`src/rtl/mem_wb_stage_pkg.sv`:
```
// Shared pipeline definitions: default field widths and the bit ordering
// used when the MEM/WB payload is packed into a single vector.
package mem_wb_stage_pkg;

  localparam int unsigned PIPE_DATA_W     = 32;
  localparam int unsigned PIPE_REG_ADDR_W = 5;

  // Payload fields listed from the least significant end of the packed vector.
  typedef enum int unsigned {
    FLD_MEM_DATA,
    FLD_ALU,
    FLD_RD,
    FLD_REG_WRITE,
    FLD_MEM_TO_REG
  } wb_field_e;

  // Bit offset of a field inside the packed payload.
  function automatic int unsigned field_lsb(wb_field_e f, int unsigned data_w,
                                            int unsigned addr_w);
    int unsigned lsb;
    lsb = 0;
    case (f)
      FLD_MEM_DATA:   lsb = 0;
      FLD_ALU:        lsb = data_w;
      FLD_RD:         lsb = 2 * data_w;
      FLD_REG_WRITE:  lsb = 2 * data_w + addr_w;
      FLD_MEM_TO_REG: lsb = 2 * data_w + addr_w + 1;
      default:        lsb = 0;
    endcase
    return lsb;
  endfunction

  // Total packed payload width.
  function automatic int unsigned payload_w(int unsigned data_w, int unsigned addr_w);
    return 2 * data_w + addr_w + 2;
  endfunction

endpackage

```
`src/rtl/pipe_skid_reg.sv`:
```
// Two-entry valid/ready register slice: a main register that drives the
// outputs plus one skid register. in_ready comes straight from a flop so
// there is no combinational path from out_ready back upstream.
module pipe_skid_reg #(
  parameter int unsigned W = 8
) (
  input  logic         clk,
  input  logic         rst,
  input  logic         flush,
  input  logic         in_valid,
  input  logic [W-1:0] in_data,
  output logic         in_ready,
  output logic         out_valid,
  output logic [W-1:0] out_data,
  input  logic         out_ready
);

  logic         main_valid_q, main_valid_d;
  logic         skid_valid_q, skid_valid_d;
  logic [W-1:0] main_q, main_d;
  logic [W-1:0] skid_q, skid_d;
  logic         accept;
  logic         advance;

  assign in_ready  = !skid_valid_q;
  assign out_valid = main_valid_q;
  assign out_data  = main_q;

  // A flushed cycle accepts nothing, so the offered beat is dropped.
  assign accept  = in_valid & in_ready & !flush;
  assign advance = !main_valid_q | out_ready;

  // Next-state selection for main/skid; skid always drains into main first to keep order.
  always_comb begin
    // NOTE: every signal gets a default here so no path leaves it unassigned (no latch).
    main_valid_d = main_valid_q;
    skid_valid_d = skid_valid_q;
    main_d       = main_q;
    skid_d       = skid_q;
    if (flush) begin
      main_valid_d = 1'b0;
      skid_valid_d = 1'b0;
    end else if (advance) begin
      if (skid_valid_q) begin
        main_d       = skid_q;
        main_valid_d = 1'b1;
        if (accept) begin
          skid_d       = in_data;
          skid_valid_d = 1'b1;
        end else begin
          skid_valid_d = 1'b0;
        end
      end else if (accept) begin
        main_d       = in_data;
        main_valid_d = 1'b1;
      end else begin
        main_valid_d = 1'b0;
      end
    end else if (accept) begin
      // Main is stalled and skid is empty (accept implies in_ready).
      skid_d       = in_data;
      skid_valid_d = 1'b1;
    end
  end

  // State registers; payloads are cleared on reset so outputs start at zero.
  always_ff @(posedge clk or posedge rst) begin
    // NOTE: payload registers are reset too, so no stale value is visible after reset.
    if (rst) begin
      main_valid_q <= 1'b0;
      skid_valid_q <= 1'b0;
      main_q       <= '0;
      skid_q       <= '0;
    end else begin
      // NOTE: non-blocking assignments so every flop samples pre-edge values.
      main_valid_q <= main_valid_d;
      skid_valid_q <= skid_valid_d;
      main_q       <= main_d;
      skid_q       <= skid_d;
    end
  end

endmodule

```
`src/rtl/mem_wb_stage.sv`:
```
// MEM/WB pipeline stage: zero-register write suppression, a two-entry skid
// slice, the write-back data mux and a saturating bubble counter.
module mem_wb_stage
  import mem_wb_stage_pkg::*;
#(
  parameter int unsigned DATA_W        = PIPE_DATA_W,
  parameter int unsigned REG_ADDR_W    = PIPE_REG_ADDR_W,
  parameter bit          ZERO_SUPPRESS = 1'b1,
  parameter int unsigned CNT_W         = 16
) (
  input  logic                  clk,
  input  logic                  rst,
  input  logic                  in_valid,
  output logic                  in_ready,
  input  logic                  in_mem_to_reg,
  input  logic                  in_reg_write,
  input  logic [REG_ADDR_W-1:0] in_rd,
  input  logic [DATA_W-1:0]     in_alu,
  input  logic [DATA_W-1:0]     in_mem_data,
  input  logic                  flush,
  output logic                  out_valid,
  input  logic                  out_ready,
  output logic                  out_mem_to_reg,
  output logic                  out_reg_write,
  output logic [REG_ADDR_W-1:0] out_rd,
  output logic [DATA_W-1:0]     out_alu,
  output logic [DATA_W-1:0]     out_mem_data,
  output logic [DATA_W-1:0]     wb_data,
  output logic                  wb_en,
  output logic [CNT_W-1:0]      bubble_cnt
);

  localparam int unsigned PAY_W  = payload_w(DATA_W, REG_ADDR_W);
  localparam int unsigned OFF_MD = field_lsb(FLD_MEM_DATA, DATA_W, REG_ADDR_W);
  localparam int unsigned OFF_AL = field_lsb(FLD_ALU, DATA_W, REG_ADDR_W);
  localparam int unsigned OFF_RD = field_lsb(FLD_RD, DATA_W, REG_ADDR_W);
  localparam int unsigned OFF_RW = field_lsb(FLD_REG_WRITE, DATA_W, REG_ADDR_W);
  localparam int unsigned OFF_MR = field_lsb(FLD_MEM_TO_REG, DATA_W, REG_ADDR_W);

  logic [PAY_W-1:0] in_pay;
  logic [PAY_W-1:0] out_pay;
  logic             reg_write_eff;
  logic [CNT_W-1:0] bubble_q;

  // Writes to register 0 are architecturally discarded, so drop the enable at capture.
  assign reg_write_eff = in_reg_write & !(ZERO_SUPPRESS && (in_rd == '0));

  // Pack the incoming fields in the shared field order.
  always_comb begin
    in_pay                     = '0;
    in_pay[OFF_MD +: DATA_W]     = in_mem_data;
    in_pay[OFF_AL +: DATA_W]     = in_alu;
    in_pay[OFF_RD +: REG_ADDR_W] = in_rd;
    in_pay[OFF_RW]             = reg_write_eff;
    in_pay[OFF_MR]             = in_mem_to_reg;
  end

  pipe_skid_reg #(
    .W (PAY_W)
  ) u_skid (
    .clk       (clk),
    .rst       (rst),
    .flush     (flush),
    .in_valid  (in_valid),
    .in_data   (in_pay),
    .in_ready  (in_ready),
    .out_valid (out_valid),
    .out_data  (out_pay),
    .out_ready (out_ready)
  );

  assign out_mem_data   = out_pay[OFF_MD +: DATA_W];
  assign out_alu        = out_pay[OFF_AL +: DATA_W];
  assign out_rd         = out_pay[OFF_RD +: REG_ADDR_W];
  assign out_reg_write  = out_pay[OFF_RW];
  assign out_mem_to_reg = out_pay[OFF_MR];

  assign wb_data = out_mem_to_reg ? out_mem_data : out_alu;
  assign wb_en   = out_valid & out_ready & out_reg_write;

  // Count idle output cycles, saturating at all-ones; flush does not clear it.
  always_ff @(posedge clk or posedge rst) begin
    if (rst) begin
      bubble_q <= '0;
    end else if (!out_valid && (bubble_q != '1)) begin
      bubble_q <= bubble_q + CNT_W'(1);
    end
  end

  assign bubble_cnt = bubble_q;

endmodule

```
`config.mk`:
```
export PLATFORM = sky130hd
export DESIGN_NAME = mem_wb_stage
export DESIGN_NICKNAME = d
export VERILOG_FILES = /design/src/rtl/mem_wb_stage_pkg.sv /design/src/rtl/pipe_skid_reg.sv /design/src/rtl/mem_wb_stage.sv
export SDC_FILE = /design/constraint.sdc
export NUM_CORES = 1
export LEC_CHECK = 0
export ABC_AREA = 1
export BUFFER_PORTS_ARGS = -buffer_cell sky130_fd_sc_hd__buf_2
export CAP_MARGIN = 25
export CORE_MARGIN = 2
export CORE_UTILIZATION = 25
export CTS_BUF_LIST = sky130_fd_sc_hd__clkbuf_2
export DETAILED_ROUTE_END_ITERATION = 10
export PLACE_DENSITY = 0.55
export SYNTH_ARGS = -nofsm -noshare
export SYNTH_HDL_FRONTEND = slang
export SYNTH_SLANG_ARGS = --single-unit
```
`constraint.sdc`:
```
create_clock -name clk -period 4.3 [get_ports clk]
set_clock_uncertainty 0.15 [all_clocks]
set_input_delay 0.215 -clock clk [delete_from_list [all_inputs] [get_ports clk]]
set_output_delay 0.215 -clock clk [all_outputs]
set_load 0.005 [all_outputs]
```
Yosys cells after proc, flatten, opt, wreduce, memory -nomap -nowiden

Index checks and enable logic that the tools add are counted.

Flip-flop bits (word level): 160
Input bits: 76

Add/subtract/negate cells: 1
Eq/ne operators: 2
Muxes and demuxes: 14
Bitwise gates (word level): 7
Reductions and logical operators: 11

Operator list:

| kind                                                   | count |
|---|---|
| two-way mux 71 bit                                     | 5 |
| two-way mux 32 bit                                     | 1 |
| adder 16 x 1 -> 16 bit (second input constant)         | 1 |
| inequality test 16 bit (second input constant)         | 1 |
| two-way mux 1 bit                                      | 8 |
| bitwise AND 1 bit                                      | 5 |
| zero test 5 bit                                        | 1 |
| zero test 1 bit                                        | 4 |
| nonzero test 2 bit                                     | 2 |
| AND reduction 3 bit                                    | 1 |
| nonzero test 3 bit                                     | 1 |
| inequality test 2 x 1 -> 1 bit (second input constant) | 1 |
| AND reduction 2 bit                                    | 1 |
| logical AND 1 bit                                      | 1 |
| NOT 1 bit                                              | 1 |
| OR 1 bit                                               | 1 |

Longest topological paths before layout

Word-level depth: 7
Gate-level depth with buffers: 9

By module

Synthesis repeated with hierarchy kept, for this count alone.

Cells, all modules: 1051
Area, all modules: 8175.3 µm²

Modules (own cells, without submodules):

| module        | times used | cells an instance | area an instance (µm²) | sequential area each (µm²) |
|---|---|---|---|---|
| pipe_skid_reg | 1          | 858               | 6750.2                 | 3603.5 |
| mem_wb_stage  | 1          | 193               | 1425.1                 | 400.4 |

Worst setup path after synthesis

OpenSTA, ideal clock, no wires.

Path kind: register to register
Start point: register bubble_q[0] (netlist: bubble_cnt[0])
End point: register bubble_q[12] (netlist: bubble_cnt[12])
Arrival: 1.273 ns
Slack: 2.757 ns
Cell stages (with the launch flop): 9
Path buffers: 0
Period minus slack after synthesis: 1.543 ns
Path through: dfrtp_1 -> ha_1 -> nand2_1 -> nor2_2 -> nand2_2 -> nor2_1 -> nand2_1 -> o21ai_0 -> inv_1

Longest elaborated chain between the ends: 2
Elaborated cells on any way between the ends: 3
Classes of those cells: 1 x add/sub; 1 x eq/ne; 1 x reduce/logical

RTL lines:

| item                                                                           | RTL line           | text |
|---|---|---|
| from (decl)                                                                    | mem_wb_stage.sv:43 | `logic [CNT_W-1:0] bubble_q;` |
| from (signal assigned)                                                         | mem_wb_stage.sv:86 | `bubble_q <= bubble_q + CNT_W'(1);` |
| parallel branches: the longest is 2 deep, another holds adder 16 x 1 -> 16 bit | --                 |  |

Parallel ways; which one is timed is not known.
A chain may end at the register's enable or synchronous reset.

Final worst setup path

Start point: register u_skid.skid_valid_q
End point: register u_skid.skid_q[10]

Longest elaborated chain between the ends: 6
Elaborated cells on any way between the ends: 8
Classes of those cells: 1 x eq/ne; 3 x mux; 2 x bitwise; 2 x reduce/logical

RTL lines:

| item                            | RTL line            | text |
|---|---|---|
| from (decl)                     | pipe_skid_reg.sv:19 | `logic skid_valid_q, skid_valid_d;` |
| from (signal assigned)          | pipe_skid_reg.sv:77 | `skid_valid_q <= skid_valid_d;` |
| zero test 1 bit                 | pipe_skid_reg.sv:25 | `assign in_ready = !skid_valid_q;` |
| bitwise AND 1 bit (2 in a row)  | pipe_skid_reg.sv:30 | `assign accept = in_valid & in_ready & !flush;` |
| two-way mux 71 bit (3 in a row) | --                  |  |
| to (signal assigned)            | pipe_skid_reg.sv:79 | `skid_q <= skid_d;` |
| to (decl)                       | pipe_skid_reg.sv:21 | `logic [W-1:0] skid_q, skid_d;` |

Parallel ways exist; a longest one is shown, timed or not. The select of a mux whose other input is x is not followed.

==> flow_metrics.tcl <==
set metrics [dict create \
    run_status "finished clean" \
    crit_path_start_kind "flip-flop" \
    numClockSinks 160 \
    vias 6799 \
    design.die.area_mm2 0.0315 \
    drv_cap 0 \
    syn_inst 913 \
    die-width_um 178 \
    nFillCells 3194 \
    drt-vias-per-instance 4.27 \
    final_layout_size_suffix_gt1_share_pct 21.1 \
    synthTopCellsByArea "dfrtp_1 53%, nand2_1 13%, o21ai_0 8.4%" \
    flow.area_growth_from_synthesis_pct 33.3 \
    synth.ff_latch_count 160 \
    fin_crit_ns 2.43 \
    yosysTopAreaCellShare_pct 53.1 \
    antenna_found_initial 1 \
    synth.net_count 990 \
    place.detailed.hpwl_um 15900 \
    cp_data_required_time_ns 4.83 \
    fin_tns_setup_ns 0 \
    clkSlewWorstSetupHoldPaths_ns 0.26 \
    peakVddDrop_uv 124 \
    clock_path_buffers 2 \
    rows 63 \
    worst_ep_arrival_time_ns 2.96 \
    clk_root_buffer_cell "clkbuf_2" \
    synthDistinctLibCells 29 \
    post_synth_edffs 0 \
    post_synth_most_frequent_cells "270 x nand2_1, 160 x dfrtp_1, 126 x o21ai_0" \
    port-buffer-count 197 \
    post_drt_wl_per_cell_um 14.3 \
    first_global_vias 6323 \
    min_period_over_period_pct 56.5 \
    synthArstFlopShare_pct 100 \
    power.density_mw_per_mm2 377 \
    grt_pass1_wl_um 35600 \
    netlist_area_mm2 0.00753 \
    worstSetupPathType "reg2reg" \
    worstHoldPathType "in2async" \
    remaining_drc_errors 0 \
    cts_tree "done" \
    htree_levels 4 \
    ant_nets 0 \
    numCtsBuffers 17 \
    die_h_um 178 \
    i_o_pin_count 198 \
    finalWeightedCongestion 0.857 \
    grt.overflow.total 0 \
    core_area_mm2 0.0296 \
    timing.final.max_slew_violations 0 \
    iter_0_drt_violations 509 \
    clk-insertion-delay-late_ns 0.75 \
    nets 1266 \
    hold_viol 0 \
    yosysWarningCount 0 \
    worst_slew_pin_slew_ns 0.950 \
    seq_area_frac_synth_pct 53.1 \
    detailed_route_wl_um 22800 \
    clock.fmax_mhz 412 \
    globalRouteTotalUtil_pct 14.6 \
    post_cts_buffers 0 \
    synthesis.area_per_instance_um2 8.25 \
    finalPower_mw 3.79 \
    path_max_fanout 79 \
    max-slew-margin-rel_pct 36.7 \
    primary_flip_flop_cell_chosen_by_synthesis_mapping "dfrtp_1" \
    initial_utilization_pct 25.4 \
    setup_violations 0 \
    worst_setup_path_end_kind "flip-flop" \
    grt_start_max_net_pins 161 \
    yosys.area.top_type "dfrtp_1" \
    post_cts_resized 0 \
    number_of_detailed_routing_iterations_run_before_antenna_repair 5 \
    power_leakage_nw 5.23 \
    unrepaired_setup_endpoints_after_global_routing "false" \
    most_common_cell_in_the_synthesized_netlist "nand2_1" \
]
metal layers:
metal	global-route usage [%]	vias up	part of all wire, %
met1	20.8	3132	49
met4	5.16	0	2.1
li1	-	3482	-
met2	22.4	160	46
met5	0	-	0
met3	2.46	25	3.5
per-stage QoR:
stage               instances  cell area (um2)  utilization [%]  setup WS (ns)  hold slack [ns]
floorplan                 913             7540                -           1.91            0.136
global placement         1453             8710             29.4           1.51            0.277
detailed placement       1453             8710             29.4           1.48            0.275
CTS                      1589             9990             33.7           1.34         0.000776
global route             1593            10000             33.9           1.60         0.000506
finish                   1593            10000             33.9           1.87           0.0559
cells in the final DEF (no fill, tap or decap), types with 2 or more instances in the layout:
cell type and n:
buf_12 3, buf_2 197, buf_4 4, bufinv_16 2, clkbuf_2 18, clkinv_2 2
clkinv_4 2, clkinvlp_4 2, dfrtp_1 159, dlygate4sd3_1 105, inv_1 120, inv_2 2
inv_4 2, inv_6 5, nand2_1 270, nand2_2 2, nand2_4 2, nand3_1 12
nand4_1 5, nor2_1 17, nor2_4 3, nor3_1 3, o211ai_1 30, o211ai_2 2
o21ai_0 126, o21ai_1 94, xnor2_1 4
power breakdown:
part	switching [mW]	total [mW]	internal (mW)
registers	0.211	2.00	1.79
clock network	0.591	0.872	0.281
logic	0.497	0.916	0.419
total	1.30	3.79	2.49
state kept, by name, indices dropped and copies added, names as in the netlist:
register	cells
u_skid.out_data	71
u_skid.skid_q	71
bubble_cnt	16
u_skid.out_valid	1
u_skid.skid_valid_q	1
final cells by class:
| cell class | instances | area (um2) | share of cell area [%] |
|---|---|---|---|
| diodes | 1 | 2.50 | 0.0249 |
| clock buffers | 18 | 90.1 | 0.897 |
| clock inverters | 14 | 154 | 1.53 |
| inverters | 125 | 478 | 4.76 |
| multi-input cells | 576 | 2700 | 26.9 |
| flip-flops and latches | 160 | 4010 | 39.9 |
| well taps | 390 | 488 | 4.86 |
| repair buffers | 309 | 2130 | 21.2 |
path summary, 6_finish.rpt:
path,startpoint,endpoint,slack (ns),cells after the start
max,u_skid.skid_valid_q,u_skid.skid_q[10],1.87,6
min,rst,bubble_cnt[8],0.06,4
max reg2reg,u_skid.skid_valid_q,u_skid.skid_q[10],1.87,6
min reg2reg,u_skid.skid_q[15],u_skid.skid_q[15],0.37,2
max in group asynchronous,rst,u_skid.out_data[70],3.19,4
min in group clk,in_alu[28],u_skid.skid_q[60],0.10,4
repair_timing:
| action | CTS | global route |
|---|---|---|
| endpoints found under the setup margin | 0 | 0 |
| hold buffers | 104 | 1 |
| hold endpoints to repair | 304 | 1 |
logic make-up after synthesis:
group	Yosys count	share of synthesized area [%]
flops	160	53.1
compound gates	253	18.1
buf+inv	177	11.1
fa+ha+maj	1	0.166
simple gates	318	17.1
xor+xnor	4	0.465
critical path, stage by stage (launching register included):
cell and delay, ns:
dfrtp_1 0.46, inv_4 0.48, nand3_4 0.52, buf_12 0.35, buf_4 0.24, nand2_1 0.08
o21ai_1 0.06
Note: power is estimated with default switching activity, not from simulation.
